`src/rtl/booth_pkg.sv`:
```
// Shared types and constants for the radix-2 Booth multiply sequencer.
// Optional op counter in booth_mult_seq is enabled by BOOTH_OPCNT_EN.
package booth_pkg;

    localparam int DEF_WIDTH = 8;
    localparam int CNT_W     = $clog2(DEF_WIDTH);

    // Sequencer states
    typedef enum logic [1:0] {
        IDLE = 2'd0,
        LOAD = 2'd1,
        CALC = 2'd2,
        DONE = 2'd3
    } state_t;

    // Booth pair decode result
    typedef enum logic [1:0] {
        NOP = 2'd0,
        ADD = 2'd1,
        SUB = 2'd2
    } op_t;

    // Decode {Q[0], Q[-1]}: 01 adds M, 10 subtracts M, 00/11 do nothing
    function automatic op_t booth_decode(input logic q0, input logic qm1);
        case ({q0, qm1})
            2'b01:   return ADD;
            2'b10:   return SUB;
            default: return NOP;
        endcase
    endfunction

endpackage

```
`src/rtl/booth_step.sv`:
```
// One combinational radix-2 Booth step: conditional add/sub of the
// sign-extended multiplicand into A, then arithmetic shift right of
// {A, Q, Q[-1]}. Holds no state.
module booth_step
    import booth_pkg::*;
#(
    parameter int WIDTH = DEF_WIDTH
) (
    input  logic [WIDTH:0]   a,
    input  logic [WIDTH-1:0] q,
    input  logic             qm1,
    input  logic [WIDTH-1:0] m,
    output logic [WIDTH:0]   a_next,
    output logic [WIDTH-1:0] q_next,
    output logic             qm1_next,
    output logic             op_active
);

    logic [WIDTH:0] m_ext;
    logic [WIDTH:0] sum;
    op_t            op;

    // A is one bit wider than M so that -2^(WIDTH-1) squared cannot overflow
    assign m_ext = {m[WIDTH-1], m};
    assign op    = booth_decode(q[0], qm1);

    // Add or subtract the multiplicand according to the Booth pair
    always_comb begin
        sum = a;
        case (op)
            ADD:     sum = a + m_ext;
            SUB:     sum = a - m_ext;
            default: sum = a;
        endcase
    end

    // Arithmetic shift right of {sum, q, qm1}; A's MSB is replicated
    assign a_next    = {sum[WIDTH], sum[WIDTH:1]};
    assign q_next    = {sum[0], q[WIDTH-1:1]};
    assign qm1_next  = q[0];
    assign op_active = (op != NOP);

endmodule

```
`src/rtl/booth_mult_seq.sv`:
```
// Radix-2 Booth multiply sequencer. Loads the multiplicand register M for
// one cycle, then runs WIDTH Booth steps and pulses done with the signed
// product {A[WIDTH-1:0], Q}. Define BOOTH_OPCNT_EN to add the op_count
// output counting add/sub steps.
module booth_mult_seq
    import booth_pkg::*;
#(
    parameter int WIDTH = DEF_WIDTH
) (
    input  logic                   clk,
    input  logic                   rst_b,
    input  logic                   start,
    input  logic [WIDTH-1:0]       q_in,
    input  logic [WIDTH-1:0]       m_in,
    output logic                   m_load_en,
    output logic                   busy,
    output logic                   done,
    output logic [2*WIDTH-1:0]     product
`ifdef BOOTH_OPCNT_EN
    ,
    output logic [$clog2(WIDTH):0] op_count
`endif
);

    localparam int CW = (WIDTH > 1) ? $clog2(WIDTH) : 1;
    localparam logic [CW-1:0] CNT_LAST = CW'(WIDTH - 1);

    state_t           state_reg;
    logic [WIDTH:0]   a_reg;
    logic [WIDTH-1:0] q_reg;
    logic             qm1_reg;
    logic [CW-1:0]    cnt_reg;

    logic [WIDTH:0]   a_next;
    logic [WIDTH-1:0] q_next;
    logic             qm1_next;
    logic             op_active;

    booth_step #(
        .WIDTH (WIDTH)
    ) u_step (
        .a         (a_reg),
        .q         (q_reg),
        .qm1       (qm1_reg),
        .m         (m_in),
        .a_next    (a_next),
        .q_next    (q_next),
        .qm1_next  (qm1_next),
        .op_active (op_active)
    );

    // Product reflects the working registers; it only changes at LOAD and
    // during CALC, so it holds from done until the next LOAD edge
    assign product = {a_reg[WIDTH-1:0], q_reg};

    // Sequencer FSM with registered control outputs and datapath registers
    always_ff @(posedge clk) begin
        if (rst_b) begin
            state_reg <= IDLE;
            a_reg     <= '0;
            q_reg     <= '0;
            qm1_reg   <= 1'b0;
            cnt_reg   <= '0;
            m_load_en <= 1'b0;
            busy      <= 1'b0;
            done      <= 1'b0;
        end else begin
            case (state_reg)
                IDLE: begin
                    if (start) begin
                        state_reg <= LOAD;
                        m_load_en <= 1'b1;
                        busy      <= 1'b1;
                    end
                end
                LOAD: begin
                    q_reg     <= q_in;
                    a_reg     <= '0;
                    qm1_reg   <= 1'b0;
                    cnt_reg   <= '0;
                    m_load_en <= 1'b0;
                    state_reg <= CALC;
                end
                CALC: begin
                    a_reg   <= a_next;
                    q_reg   <= q_next;
                    qm1_reg <= qm1_next;
                    cnt_reg <= cnt_reg + CW'(1);
                    if (cnt_reg == CNT_LAST) begin
                        state_reg <= DONE;
                        done      <= 1'b1;
                    end
                end
                DONE: begin
                    done      <= 1'b0;
                    busy      <= 1'b0;
                    state_reg <= IDLE;
                end
                default: state_reg <= IDLE;
            endcase
        end
    end

`ifdef BOOTH_OPCNT_EN
    // Count Booth steps that performed an add or subtract
    always_ff @(posedge clk) begin
        if (rst_b) begin
            op_count <= '0;
        end else if (state_reg == LOAD) begin
            op_count <= '0;
        end else if (state_reg == CALC && op_active) begin
            op_count <= op_count + 1'b1;
        end
    end
`endif

endmodule

```
`config.mk`:
```
export PLATFORM = sky130hd
export DESIGN_NAME = booth_mult_seq
export DESIGN_NICKNAME = d
export VERILOG_FILES = /design/src/rtl/booth_pkg.sv /design/src/rtl/booth_step.sv /design/src/rtl/booth_mult_seq.sv
export SDC_FILE = /design/constraint.sdc
export NUM_CORES = 1
export LEC_CHECK = 0
export CORE_UTILIZATION = 50
export DETAILED_ROUTE_END_ITERATION = 8
export GPL_ROUTABILITY_DRIVEN = 0
export PLACE_DENSITY_LB_ADDON = 0.15
export SLEW_MARGIN = 25
export SYNTH_ARGS = -nofsm -noshare
export SYNTH_HDL_FRONTEND = slang
export SYNTH_SLANG_ARGS = --single-unit
```
`constraint.sdc`:
```
create_clock -name clk -period 3.05 [get_ports clk]
set_input_delay 0.61 -clock clk [delete_from_list [all_inputs] [get_ports clk]]
set_output_delay 0.61 -clock clk [all_outputs]
set_load 0.05 [all_outputs]
```
==> results of run 1 <==
layout make-up:
cell class                      count  area share, %
Sequential cell                    25           22.6
Clock buffer                        3           1.02
Clock inverter                      1          0.226
Inverter                           11           1.87
Timing Repair Buffer               46           19.8
Tap cell                           46           2.60
Multi-Input combinational cell    171           51.9
final timing paths:
check	start	end	cells after the start
hold reg to reg	done	done	2
setup / recovery	m_in[0]	a_reg[5]	10
hold / removal	done	done	2
setup reg to reg	q_reg[0]	a_reg[5]	8
worst max-delay path, delay by kind of cell:
family / cells / cell delay, ps
muxes: 1 / 280
and+or+nand+nor: 2 / 260
AOI/OAI and AO/OA: 3 / 640
buffers and inverters: 2 / 510
adders and majority gates: 2 / 680
power by group through the flow:
stage                     registers (W)  clock network (W)  logic (W)
final                          0.000481           0.000149    0.00128
after global routing           0.000492           0.000169    0.00140
after CTS                      0.000482           0.000155    0.00128
after detailed placement       0.000487                  0    0.00127
after global placement         0.000488                  0    0.00125
after floorplan                0.000689                  0   0.000782
stage by stage:
stage / total power [W] / area (µm²) / setup TNS (ps) / utilization, % / setup slack, ps
after floorplan: 0.00147 / 1760 / 0 / - / 496
after global placement: 0.00174 / 2180 / -56.5 / 65.5 / -56.5
after detailed placement: 0.00176 / 2180 / -79.7 / 65.5 / -79.7
after CTS: 0.00191 / 2210 / 0 / 66.3 / 268
after global routing: 0.00206 / 2210 / 0 / 66.3 / 150
final: 0.00191 / 2210 / 0 / 66.3 / 266
logic make-up after synthesis:
kind of cell	synth area share [%]
AOI/OAI and AO/OA	19.4
xor gates and xnor gates	4.99
adders and majority gates	12.5
buffers and inverters	6.13
DFF	28.5
muxes	5.20
and+or+nand+nor	23.2
layout by cell type, fill, tap and decap left out, types with 2 or more instances in the layout:
master	n
nand2_1	13
clkbuf_4	3
and2_1	2
a211oi_1	10
mux2i_1	8
dfxtp_1	25
a21oi_1	18
nand3_1	5
ha_1	16
nor2_1	30
a31oi_1	2
nor2b_1	7
nand2b_1	9
clkdlybuf4s50_1	37
a2bb2oi_1	2
o31a_1	2
buf_4	9
a2111oi_0	2
inv_1	11
nor3_1	5
o21ai_1	4
xnor2_1	7
xor2_1	3
o21a_1	2
nand3b_1	2
o21ai_0	6
per-layer routing:
metal	global-route usage, %	up-vias	routed length (µm)
li1	-	848	-
met1	27.8	729	1790
met2	33.5	42	1600
met3	4.83	2	160
met4	2.92	0	8
met5	0	-	0
==> metrics.cfg, run 1 <==
[power_and_ir_drop]
power_switching_w = 0.000937
p_int_w = 0.000969
p_sw_share_pct = 49.2
peakVddDrop_mv = 0.821
clkPwrFrac_pct = 7.8
seq_power_share_pct = 25.2
p_leak_nw = 0.844
p_per_area_nw_per_um2 = 862
combPwrFrac_pct = 66.9

[synth]
yosysWarnings = 0
synth_most_common_cell = nor2_1
syn_area_um2 = 1760
yosysTopAreaCell = dfxtp_1
async_flop_share_pct = 0
netlist-cell-type-count = 43
syn_nets = 256
seq_area_frac_synth_pct = 28.5
synth_edf_count = 0
ys_seq_elements = 25
synth_area_leaders = dfxtp_1 29%, ha_1 11%, nor2_1 6.4%
syn_inst = 220
synth_top_area_share_pct = 28.5
synthFlopType = dfxtp_1
synthTopCellsByCount = 30 x nor2_1, 25 x dfxtp_1, 18 x a21oi_1
syn_avg_cell_area_um2 = 7.98

[clock_tree]
cts_resized = 0
clk_latency_ps = 320
cts_tree = built
clock_sinks = 25
ctsHoldBuffers = 0
numCtsBuffers = 3
cts_max_level = 1
clock_path_buffers = 2
clkSlewWorstSetupHoldPaths_ps = 130
cts-root-buf = clkbuf_4
cts_setup_buffers = 0

[grt]
grt_pass1_vias = 1383
grtUsageTotal_pct = 20.4
overflow = 0
grt_pass1_wl_um = 5840
grt_max_degree = 28
antenna_found_initial = 0

[outcome]
outcome = complete, no violations

[critical_path]
crit_fanout = 2
reg2reg_slack_ps = 440
cp-start-kind = input pin
crit_type = in2reg
crit_chain = clkdlybuf4s50_1 > inv_1 > ha_1 > mux2_2 > fa_1 > nor2b_1 > o31a_1 > o21ai_1 > a2111oi_0 > nor4_1
required_ps = 3260
slowest_stage = clkdlybuf4s50_1
max_stage_delay_ps = 470
critPathCaptureType = flip-flop
cp_data_arrival_time_ps = 2990

[min_path]
worstHoldPathType = reg2reg

[final_layout]
syn2layout_area_growth_pct = 26.0
nFillCells = 302
drive_above_1_share_pct = 6.23
regArea_um2 = 500
multi_input_area_um2 = 1150
layout.nets = 294
diodes = 0
fin_cells = 303

[floorplanning]
die_h_um = 61.3
core_um2 = 3340
dieWidth_um = 61.3
rows = 21
start_util_pct = 52.6
io-pin-count = 38
die-area_um2 = 3750

[timing]
fmax_mhz = 359
min_period_over_period_pct = 91.3
finalHoldViolations = 0
slew_headroom_pct = 48.5
hold_slack_ps = 468
rsz0062_at_grt = no
slew_viol_final = 0
clock-skew-final_ps = 12.4
tightestPinTransition_ps = 773
setup_viol = 0
finalCriticalPeriod_ps = 2780

[placement]
port-buffer-count = 37
hpwl_um = 2730
placed_cells_incl_taps = 299

[detailed_routing]
wl_per_cell_um = 11.7
drtAntennaViolNets = 0
drt-initial-drc-count = 65
routed_wl_um = 3560
drc = 0
vias = 1621
viasPerCell = 5.35
first_pass_iters = 4

[flow_run]
max_cap_viol_count = 0

No activity file was read; power rests on OpenSTA's default activity.
==> inputs of run 2 (changes only) <==
--- a/config.mk
+++ b/config.mk
@@ -5,6 +5,7 @@
 export SDC_FILE = /design/constraint.sdc
 export NUM_CORES = 1
 export LEC_CHECK = 0
+export CAP_MARGIN = 20
 export CORE_UTILIZATION = 50
 export DETAILED_ROUTE_END_ITERATION = 8
 export GPL_ROUTABILITY_DRIVEN = 0
==> results of run 2 <==
Final layout, timing and power as in run 1 (identical DEF).
==> inputs of run 3 (changes only) <==
--- a/config.mk
+++ b/config.mk
@@ -7,6 +7,7 @@
 export LEC_CHECK = 0
 export CAP_MARGIN = 20
 export CORE_UTILIZATION = 50
+export CTS_CLUSTER_SIZE = 20
 export DETAILED_ROUTE_END_ITERATION = 8
 export GPL_ROUTABILITY_DRIVEN = 0
 export PLACE_DENSITY_LB_ADDON = 0.15
==> results of run 3 <==
Final layout, timing and power as in run 1 (identical DEF).
